[config.mk]
export PLATFORM = sky130hd
export DESIGN_NAME = boot_loader
export DESIGN_NICKNAME = d
export VERILOG_FILES = /design/src/rtl/boot_loader_pkg.sv /design/src/rtl/boot_release_timer.sv /design/src/rtl/boot_loader.sv
export SDC_FILE = /design/constraint.sdc
export NUM_CORES = 1
export LEC_CHECK = 0
export BUFFER_PORTS_ARGS = -buffer_cell sky130_fd_sc_hd__buf_2
export CAP_MARGIN = 15
export CORE_MARGIN = 1
export CORE_UTILIZATION = 27
export CTS_CLUSTER_DIAMETER = 120
export DETAILED_ROUTE_END_ITERATION = 16
export HOLD_SLACK_MARGIN = 0.05
export SLEW_MARGIN = 20
export SYNTH_ARGS = -nofsm -noshare
export SYNTH_HDL_FRONTEND = slang
export SYNTH_SLANG_ARGS = --single-unit
[constraint.sdc]
create_clock -name clk -period 4 [get_ports clk]
set_input_delay 0.4 -clock clk [delete_from_list [all_inputs] [get_ports clk]]
set_output_delay 0.4 -clock clk [all_outputs]
set_load 0.01 [all_outputs]
[src/rtl/boot_loader_pkg.sv]
// Shared types and header-field layout for the boot-time image loader.
// The header decoder and address-mask helper are used by boot_loader.
package boot_loader_pkg;

    typedef enum logic [1:0] {
        HDR  = 2'd0,
        DATA = 2'd1,
        DONE = 2'd2,
        ERR  = 2'd3
    } state_e;

    localparam logic REG_IMEM = 1'b0;
    localparam logic REG_DMEM = 1'b1;

    localparam int HDR_REGION_BIT = 31;
    localparam int HDR_CNT_MSB    = 30;
    localparam int HDR_CNT_LSB    = 16;
    localparam int HDR_BASE_MSB   = 15;

    typedef struct packed {
        logic        region;
        logic [14:0] count;
        logic [15:0] base;
    } hdr_t;

    function automatic hdr_t decode_hdr(input logic [31:0] w);
        hdr_t h;
        h.region = w[HDR_REGION_BIT];
        h.count  = w[HDR_CNT_MSB:HDR_CNT_LSB];
        h.base   = w[HDR_BASE_MSB:0];
        return h;
    endfunction

    // Low-aw-bits mask; valid for aw in 1..16.
    function automatic logic [15:0] aw_mask(input int unsigned aw);
        logic [31:0] m;
        m = (32'h0000_0001 << aw) - 32'h0000_0001;
        return m[15:0];
    endfunction

endpackage

[src/rtl/boot_release_timer.sv]
// Holds the CPU in reset and releases it a fixed number of cycles after the
// loader signals DONE entry; once released it stays released until reset.
module boot_release_timer #(
    parameter int RELEASE_DLY = 4
) (
    input  logic clk,
    input  logic reset,
    input  logic start,
    output logic cpu_reset
);

    localparam logic [3:0] LOAD_VAL = 4'(RELEASE_DLY - 1);

    logic [3:0] cnt_q, cnt_d;
    logic       run_q, run_d;
    logic       cpu_reset_q, cpu_reset_d;

    // Next-state: load on start, count down, drop cpu_reset on reaching zero.
    always_comb begin
        cnt_d       = cnt_q;
        run_d       = run_q;
        cpu_reset_d = cpu_reset_q;
        if (start) begin
            cnt_d = LOAD_VAL;
            run_d = 1'b1;
        end else if (run_q) begin
            if (cnt_q == 4'd0) begin
                run_d       = 1'b0;
                cpu_reset_d = 1'b0;
            end else begin
                cnt_d = cnt_q - 4'd1;
            end
        end else begin
            cnt_d = cnt_q;
        end
    end

    // Timer state register.
    always_ff @(posedge clk or posedge reset) begin
        if (reset) begin
            cnt_q       <= 4'd0;
            run_q       <= 1'b0;
            cpu_reset_q <= 1'b1;
        end else begin
            cnt_q       <= cnt_d;
            run_q       <= run_d;
            cpu_reset_q <= cpu_reset_d;
        end
    end

    assign cpu_reset = cpu_reset_q;

endmodule

[src/rtl/boot_loader.sv]
// Boot-time loader: parses header/payload beats into imem/dmem writes and
// holds the CPU in reset until the full image has landed without error.
module boot_loader
    import boot_loader_pkg::*;
#(
    parameter int IMEM_AW     = 10,
    parameter int DMEM_AW     = 10,
    parameter int RELEASE_DLY = 4
) (
    input  logic        clk,
    input  logic        reset,
    input  logic        s_valid,
    output logic        s_ready,
    input  logic [31:0] s_data,
    input  logic        s_last,
    output logic        imem_we,
    output logic        dmem_we,
    output logic [15:0] mem_addr,
    output logic [31:0] mem_wdata,
    output logic        cpu_reset,
    output logic        done,
    output logic        error,
    output logic [31:0] checksum
);

    state_e      state_q, state_d;
    logic        region_q, region_d;
    logic [14:0] cnt_q, cnt_d;
    logic [14:0] idx_q, idx_d;
    logic [15:0] base_q, base_d;
    logic        s_ready_q, s_ready_d;
    logic        imem_we_q, imem_we_d;
    logic        dmem_we_q, dmem_we_d;
    logic [15:0] mem_addr_q, mem_addr_d;
    logic [31:0] mem_wdata_q, mem_wdata_d;
    logic [31:0] checksum_q, checksum_d;
    logic        done_q, done_d;
    logic        error_q, error_d;

    hdr_t        hdr_s;
    logic        accept_s;
    logic [15:0] hdr_mask_s;
    logic        base_ok_s;
    logic [15:0] seg_mask_s;
    logic        last_idx_s;
    logic        release_start_s;

    assign hdr_s      = decode_hdr(s_data);
    assign accept_s   = s_valid && s_ready_q;
    assign hdr_mask_s = (hdr_s.region == REG_DMEM) ? aw_mask(DMEM_AW) : aw_mask(IMEM_AW);
    assign base_ok_s  = ((hdr_s.base & ~hdr_mask_s) == 16'h0000);
    assign seg_mask_s = (region_q == REG_DMEM) ? aw_mask(DMEM_AW) : aw_mask(IMEM_AW);
    assign last_idx_s = (idx_q == (cnt_q - 15'd1));

    // Loader FSM next-state and registered-output computation.
    always_comb begin
        state_d     = state_q;
        region_d    = region_q;
        cnt_d       = cnt_q;
        idx_d       = idx_q;
        base_d      = base_q;
        imem_we_d   = 1'b0;
        dmem_we_d   = 1'b0;
        mem_addr_d  = mem_addr_q;
        mem_wdata_d = mem_wdata_q;
        checksum_d  = checksum_q;
        case (state_q)
            HDR: begin
                if (accept_s) begin
                    if (s_last || (hdr_s.count == 15'd0) || !base_ok_s) begin
                        state_d = ERR;
                    end else begin
                        region_d = hdr_s.region;
                        cnt_d    = hdr_s.count;
                        base_d   = hdr_s.base;
                        idx_d    = 15'd0;
                        state_d  = DATA;
                    end
                end else begin
                    state_d = HDR;
                end
            end
            DATA: begin
                if (accept_s) begin
                    imem_we_d   = (region_q == REG_IMEM);
                    dmem_we_d   = (region_q == REG_DMEM);
                    mem_addr_d  = (base_q + {1'b0, idx_q}) & seg_mask_s;
                    mem_wdata_d = s_data;
                    checksum_d  = checksum_q ^ s_data;
                    idx_d       = idx_q + 15'd1;
                    // A short image still writes its final beat before erroring.
                    if (last_idx_s) begin
                        state_d = s_last ? DONE : HDR;
                    end else if (s_last) begin
                        state_d = ERR;
                    end else begin
                        state_d = DATA;
                    end
                end else begin
                    state_d = DATA;
                end
            end
            DONE:    state_d = DONE;
            ERR:     state_d = ERR;
            default: state_d = ERR;
        endcase
    end

    assign s_ready_d       = (state_d != DONE);
    assign done_d          = (state_q == DONE);
    assign error_d         = (state_q == ERR);
    assign release_start_s = (state_d == DONE) && (state_q != DONE);

    // Loader state and output registers.
    always_ff @(posedge clk or posedge reset) begin
        if (reset) begin
            state_q     <= HDR;
            region_q    <= REG_IMEM;
            cnt_q       <= 15'd0;
            idx_q       <= 15'd0;
            base_q      <= 16'h0000;
            s_ready_q   <= 1'b0;
            imem_we_q   <= 1'b0;
            dmem_we_q   <= 1'b0;
            mem_addr_q  <= 16'h0000;
            mem_wdata_q <= 32'h0000_0000;
            checksum_q  <= 32'h0000_0000;
            done_q      <= 1'b0;
            error_q     <= 1'b0;
        end else begin
            state_q     <= state_d;
            region_q    <= region_d;
            cnt_q       <= cnt_d;
            idx_q       <= idx_d;
            base_q      <= base_d;
            s_ready_q   <= s_ready_d;
            imem_we_q   <= imem_we_d;
            dmem_we_q   <= dmem_we_d;
            mem_addr_q  <= mem_addr_d;
            mem_wdata_q <= mem_wdata_d;
            checksum_q  <= checksum_d;
            done_q      <= done_d;
            error_q     <= error_d;
        end
    end

    boot_release_timer #(
        .RELEASE_DLY (RELEASE_DLY)
    ) u_release_timer (
        .clk       (clk),
        .reset     (reset),
        .start     (release_start_s),
        .cpu_reset (cpu_reset)
    );

    assign s_ready   = s_ready_q;
    assign imem_we   = imem_we_q;
    assign dmem_we   = dmem_we_q;
    assign mem_addr  = mem_addr_q;
    assign mem_wdata = mem_wdata_q;
    assign checksum  = checksum_q;
    assign done      = done_q;
    assign error     = error_q;

endmodule

Yosys cells after proc, flatten, opt, wreduce, memory -nomap -nowiden
Index checks and enable logic that the tools add are counted.

Register bits: 128. Bits of input ports: 36. Output and inout bits: 86. Logic and storage cells: 72.

Add/subtract/negate cells: 4. Eq/ne operators: 11. Mux-type cells: 21. Bitwise operators: 4. Reduce and logical (&&, ||, !) cells: 16.

Operator list (count): $mux 15 (3); $xor 32x32->32 (1); $pmux 15 s2 (1); $logic_not 16->1 (1); $add 15x1->15 const B (1); $eq 15x15->1 (1); $logic_not 15->1 (1); $sub 15x1->15 const B (1); $mux 2 (6); $mux 4 (3); $ne 2x2->1 const B (6); $add 10x10->10 (1); $pmux 2 s4 (1); $mux 1 (7); $eq 2x2->1 const B (3); $reduce_and 3->1 (2); $logic_not 4->1 (1); $reduce_and 2->1 (2); $reduce_and 4->1 (1); $reduce_bool 2->1 (2); $sub 4x1->4 const B (1); $not 1->1 (3); $eq 2x1->1 const B (1); $logic_and 1x1->1 (2); other kinds (3) (4).

Depth between registers and ports, before layout
Depth in word-level cells: 10. Mapped depth: 9.

Modules after synthesis
A second synthesis with hierarchy kept.

Cell total of the unflattened synthesis: 640. Area, all modules: 6149.6 µm².

By module, submodules not included: boot_loader (instances 1, cells an instance 610, area each 5828.1 µm²); boot_release_timer (instances 1, cells an instance 30, area each 321.6 µm²).

Worst setup path after synthesis
No wires, ideal clock.

Path kind: reg2reg. Start point: reg cnt_q[0]. End point: reg s_ready_q, in the netlist s_ready. Setup time: 0.124 ns. Arrival: 2.135 ns. Data required time: 3.876 ns. Setup slack: 1.741 ns. Cell stages (with the launch flop): 9. Period minus slack after synthesis: 2.259 ns. Cell sequence: dfrtp_1 > inv_1 > ha_1 > or4b_4 > or4_1 > o211ai_1 > or2_2 > and4_4 > a21oi_1.

Longest elaborated chain between the ends: 6.

Ends and longest elaborated chain: start: declaration (RTL line boot_loader.sv:28) `logic [14:0] cnt_q, cnt_d;`; start signal: assignment (RTL line boot_loader.sv:133) `cnt_q <= cnt_d;`; $sub 15x1->15 (RTL line boot_loader.sv:53) `assign last_idx_s = (idx_q == (cnt_q - 15'd1));`; $eq 15x15->1 (RTL line boot_loader.sv:53); $mux 2 (RTL line boot_loader.sv:92) `if (last_idx_s) begin`; $mux 2 (RTL line boot_loader.sv:84) `if (accept_s) begin`; $pmux 2 s4 (RTL line boot_loader.sv:67) `case (state_q)`; $ne 2x2->1 (RTL line boot_loader.sv:109) `assign s_ready_d = (state_d != DONE);`; via s_ready_d (RTL line boot_loader.sv:31) `logic s_ready_q, s_ready_d;`; end signal: assignment (RTL line boot_loader.sv:136) `s_ready_q <= s_ready_d;`; end: declaration (RTL line boot_loader.sv:31).

The timed path passes the listed nets, and every way through them passes these cells. A chain may end at the register's enable or synchronous reset.

Worst setup path in the final report
Start point: reg cnt_q[0]. End point: reg u_release_timer.cnt_q[3].

Longest elaborated chain between the ends: 9. Elaborated cells between the ends (all ways): 11.

Ends and longest elaborated chain: $sub 15x1->15 (*) (RTL line boot_loader.sv:53); $eq 15x15->1 (*) (RTL line boot_loader.sv:53); $mux 2 (*) (RTL line boot_loader.sv:92); $mux 2 (*) (RTL line boot_loader.sv:84); $pmux 2 s4 (*) (RTL line boot_loader.sv:67); $eq 2x2->1 (*) (RTL line boot_loader.sv:112) `assign release_start_s = (state_d == DONE) && (state_q != DONE);`; $logic_and 1x1->1 (*) (RTL line boot_loader.sv:112); $ne 2x2->1 (no line) / $reduce_bool 2->1 (equally long branches); $reduce_and 2->1 (no line); end signal: assignment (RTL line boot_release_timer.sv:45) `cnt_q <= cnt_d;`; end: declaration (RTL line boot_release_timer.sv:14) `logic [3:0] cnt_q, cnt_d;`.

Mark *: on every way between the ends. The rest lies on a longest branch, timed or not.

==> results.md <==
Die:
- The die area is 23000 um2.
- The vertical extent of the die is 152 um.
- From left edge to right edge, the die measures 152 um.
- During I/O placement, the number of pins put on the boundary was 122.
- The initialized floorplan defines 54 standard-cell rows.
- The core footprint is 21900 um2.
- The initial standard-cell utilization of the core is 0.276.

STA:
- The final max-slew violation count is 0.
- The final setup skew is 0.0102 ns.
- In the final timing run, aggregate negative setup slack is 0 ns.
- The worst hold slack across all endpoints is 0.0993 ns.
- Setup violations remaining at the end of the flow were counted as 0.
- Dividing the final minimum period by the clock period gives 0.619.
- Setup repair after global routing left no endpoint under its margin.
- The final hold violation count is 0.
- For this run, the top clock speed supported by timing is 404 MHz.
- The routed design could run at a clock period as short as 2.47 ns.
- For the pin with the worst max-slew slack, the measured transition is 0.848 ns.
- The worst path setup slack after routing is 1.53 ns.
- Headroom to the max-slew limit came out at 0.435.

Place:
- The count of buffers from port buffering is 115.
- Once placement finished, the instance area stood at 6880 um2.
- The final weighted congestion in routability-driven placement is 0.799.
- Timing analysis after detailed placement gives a worst setup slack of 1.39 ns.
- The final HPWL from detailed placement is 10.5 mm.
- The number of instances in the placed design is 1004.

Yosys:
- Of the post-synthesis cell area, the dominant cell type holds 0.527.
- The commonest cells after synthesis are 195 x sky130_fd_sc_hd__nand2_1, 127 x sky130_fd_sc_hd__dfrtp_1, 56 x sky130_fd_sc_hd__xnor2_1.
- Yosys attributes the largest share of cell area to sky130_fd_sc_hd__dfrtp_1 53%, sky130_fd_sc_hd__nand2_1 12%, sky130_fd_sc_hd__xnor2_1 8.1%.
- By instance count, the leading cell after synthesis is sky130_fd_sc_hd__nand2_1.
- Counting flops and latches in the post-synthesis netlist gives 128.
- The average instance in the mapped netlist occupies 9.56 um2.
- The synthesized netlist occupies a cell area of 6030 um2.
- The sequential element share of the synthesized area is 0.531.
- The total of warnings raised by yosys is 0.
- Summed over all instances, the cell type with the most area after synthesis is sky130_fd_sc_hd__dfrtp_1.
- In this run, synthesis inferred 0 flip-flops with an integrated enable.
- The most frequently used flop master after synthesis is sky130_fd_sc_hd__dfrtp_1.
- The count of mapped cells out of synthesis is 631.
- The synthesized netlist contains 58 unique library cells.
- Of all flip-flops after synthesis, the portion carrying an async set or reset was 1.00.

Worst setup path:
- The maximum net fanout on the critical path is 6.
- The critical path in this run is classified as reg2reg.
- At the worst endpoint, the arrival time is 2.77 ns.
- The worst setup path is captured at a flop.
- The element type at the critical path start is a flop.
- The cell count of the worst reg-to-reg path is 8.
- For flop-to-flop paths, the worst setup slack is 1.53 ns.
- The data required time of the critical path is 4.30 ns.
- The worst flop-to-flop path endpoint is u_release_timer.cnt_q[3]$_DFFE_PP0P_.
- The worst reg2reg path startpoint is cnt_q[0]$_DFFE_PP0P_.

Clock network:
- The clock transition at the registers of the reported paths is 0.06 ns.
- TritonCTS built the clock tree.
- Buffers inserted to repair hold after CTS numbered 0.
- The number of setup buffers added after CTS is 0.
- The clock net in this run drives a total of 128 sinks.
- After clock tree synthesis, the repair step resized 0 gates.
- The maximum root-to-sink buffer count is 2.
- The number of buffers added by the clock tree synthesis step is 17.
- The insertion delay of the later-clocked pin in the worst-skew pair is 0.42 ns.
- The root buffer cell is sky130_fd_sc_hd__clkbuf_16.
- The H-tree was split into 4 levels.

Drt:
- Once detail routing completed, the nets flagged for antenna violations numbered 0.
- After detailed routing, the average wire length per cell comes to 14.3 um.
- The total number of vias is 4655.
- The violation count after the first detailed-route iteration is 242.
- The pre-antenna-repair detailed-routing pass consisted of 4 iterations.
- The aggregate routed wire length is 14.8 mm.
- After detailed routing, the number of vias per cell comes to 4.49.
- The remaining routing DRC violations is 0.

Global route:
- The overall track demand over capacity in global routing is 0.138.
- The via count of the first global-routing pass came to 4474.
- The number of antenna violations at the first check in global routing is 0.
- The total overflow left after global routing is 0.
- The largest net degree at the start of global routing is 80.
- The first global-routing pass estimated 24.0 mm of wire.

Finish:
- The area growth from synthesis to layout is 23.7%.
- The count of inserted antenna diode cells is 0.
- The net count of the finished layout is 793.
- The multi-input combinational cells in the finished layout cover a total of 2640 um2.
- After routing the design area is 7470 um2.
- In the final layout, the share of cells above drive strength 1 is 0.226.
- The layout filler cell count is 2309.
- The final cell count without fillers is 1036.
- The core occupancy in the finished layout is 0.341.
- The area occupied by registers is 3200 um2.

Pwr:
- The total design power is 3.58 mW.
- The peak supply drop is 0.284 mV.
- Dividing total power by cell area gives a power density of 480 nW/um2.
- In this run the static leakage power is 3.78 nW.

Flow run:
- The total of max-cap violations is 0.

Outcome:
- The flow ran to the end, and the final reports show no timing, DRC or antenna violations.

Min path:
- In this run the worst hold path is classified as in2async.
[final cells by class]
cell class / instances / area share
sequential: 128 / 0.429
multi-input combinational: 461 / 0.353
timing repair buffer: 121 / 0.0848
clock buffer: 19 / 0.0593
tap: 280 / 0.0469
clock inverter: 13 / 0.0186
inverter: 14 / 0.00771
[worst max-delay path by stage]
stage	startpoint	end	slack, ns	cells after the start
after CTS	cnt_q[0]$_DFFE_PP0P_	u_release_timer.cnt_q[3]$_DFFE_PP0P_	1.51	8
after global placement	s_last	cnt_q[1]$_DFFE_PP0P_	1.42	6
after floorplan	reset	base_q[0]$_DFFE_PP0P_	0.19	1
after detailed placement	s_last	cnt_q[0]$_DFFE_PP0P_	1.39	6
final	cnt_q[0]$_DFFE_PP0P_	u_release_timer.cnt_q[3]$_DFFE_PP0P_	1.53	8
after global routing	cnt_q[0]$_DFFE_PP0P_	u_release_timer.cnt_q[2]$_DFFE_PP0P_	1.37	8
[cell families (layout without fill, tap and decap cells)]
family                     Yosys count  count (layout)  share of synthesized area
DFF                                128             128                      0.531
adders and majority gates           14              14                     0.0303
AOI/OAI and AO/OA                   62              62                     0.0670
xor gates and xnor gates            65              65                     0.0943
other                                1               6                   0.000621
buffers and inverters               47             167                     0.0357
and+or+nand+nor                    314             314                      0.241
[worst max-delay path, stage by stage (launching register included)]
cell	delay [ns]
sky130_fd_sc_hd__dfrtp_1	0.43
sky130_fd_sc_hd__inv_1	0.10
sky130_fd_sc_hd__ha_1	0.23
sky130_fd_sc_hd__or4b_4	0.53
sky130_fd_sc_hd__nor4_2	0.22
sky130_fd_sc_hd__o32ai_1	0.15
sky130_fd_sc_hd__nor4_2	0.33
sky130_fd_sc_hd__and4_4	0.28
sky130_fd_sc_hd__a21oi_1	0.07
[report_power, final]
part           leakage (nW)  internal, mW  total [mW]  switching (mW)
clock network         0.283         0.933        1.54           0.602
logic                  1.82         0.212       0.471           0.260
registers              1.68          1.46        1.57           0.111
total                  3.78          2.61        3.58           0.973
[state kept, by name, indices dropped and copies added (netlist names), 2 cells and up]
name and cells:
mem_addr 10, cnt_q 15, base_q 10, state_q 2, mem_wdata 32, u_release_timer.cnt_q 4
idx_q 15, checksum 32
[cells in the final DEF, fill, tap and decap left out, types with 4 or more instances in the layout]
cell                        count
sky130_fd_sc_hd__a21oi_1       12
sky130_fd_sc_hd__and3_1         7
sky130_fd_sc_hd__buf_2        115
sky130_fd_sc_hd__buf_4          5
sky130_fd_sc_hd__clkbuf_16     17
sky130_fd_sc_hd__clkinv_2       4
sky130_fd_sc_hd__clkinv_4       4
sky130_fd_sc_hd__conb_1         6
sky130_fd_sc_hd__dfrtp_1      127
sky130_fd_sc_hd__ha_1          13
sky130_fd_sc_hd__inv_1         13
sky130_fd_sc_hd__nand2_1      195
sky130_fd_sc_hd__nand3_1        8
sky130_fd_sc_hd__nand4_1        7
sky130_fd_sc_hd__nor2_1        27
sky130_fd_sc_hd__nor2b_1        4
sky130_fd_sc_hd__nor3_1        14
sky130_fd_sc_hd__nor3b_1        4
sky130_fd_sc_hd__nor4_1        13
sky130_fd_sc_hd__o211ai_1       4
sky130_fd_sc_hd__o21a_1         5
sky130_fd_sc_hd__o21ai_0       16
sky130_fd_sc_hd__or2_2          4
sky130_fd_sc_hd__xnor2_1       56
sky130_fd_sc_hd__xor2_1         9
[metal layers]
layer	GRT usage	up-vias	wire length, um
met3	0.0413	17	947
li1	-	2323	-
met5	0	-	0
met1	0.194	2204	7220
met2	0.198	111	6480
met4	0.0495	0	184
Power figures use the tool's default switching activity.
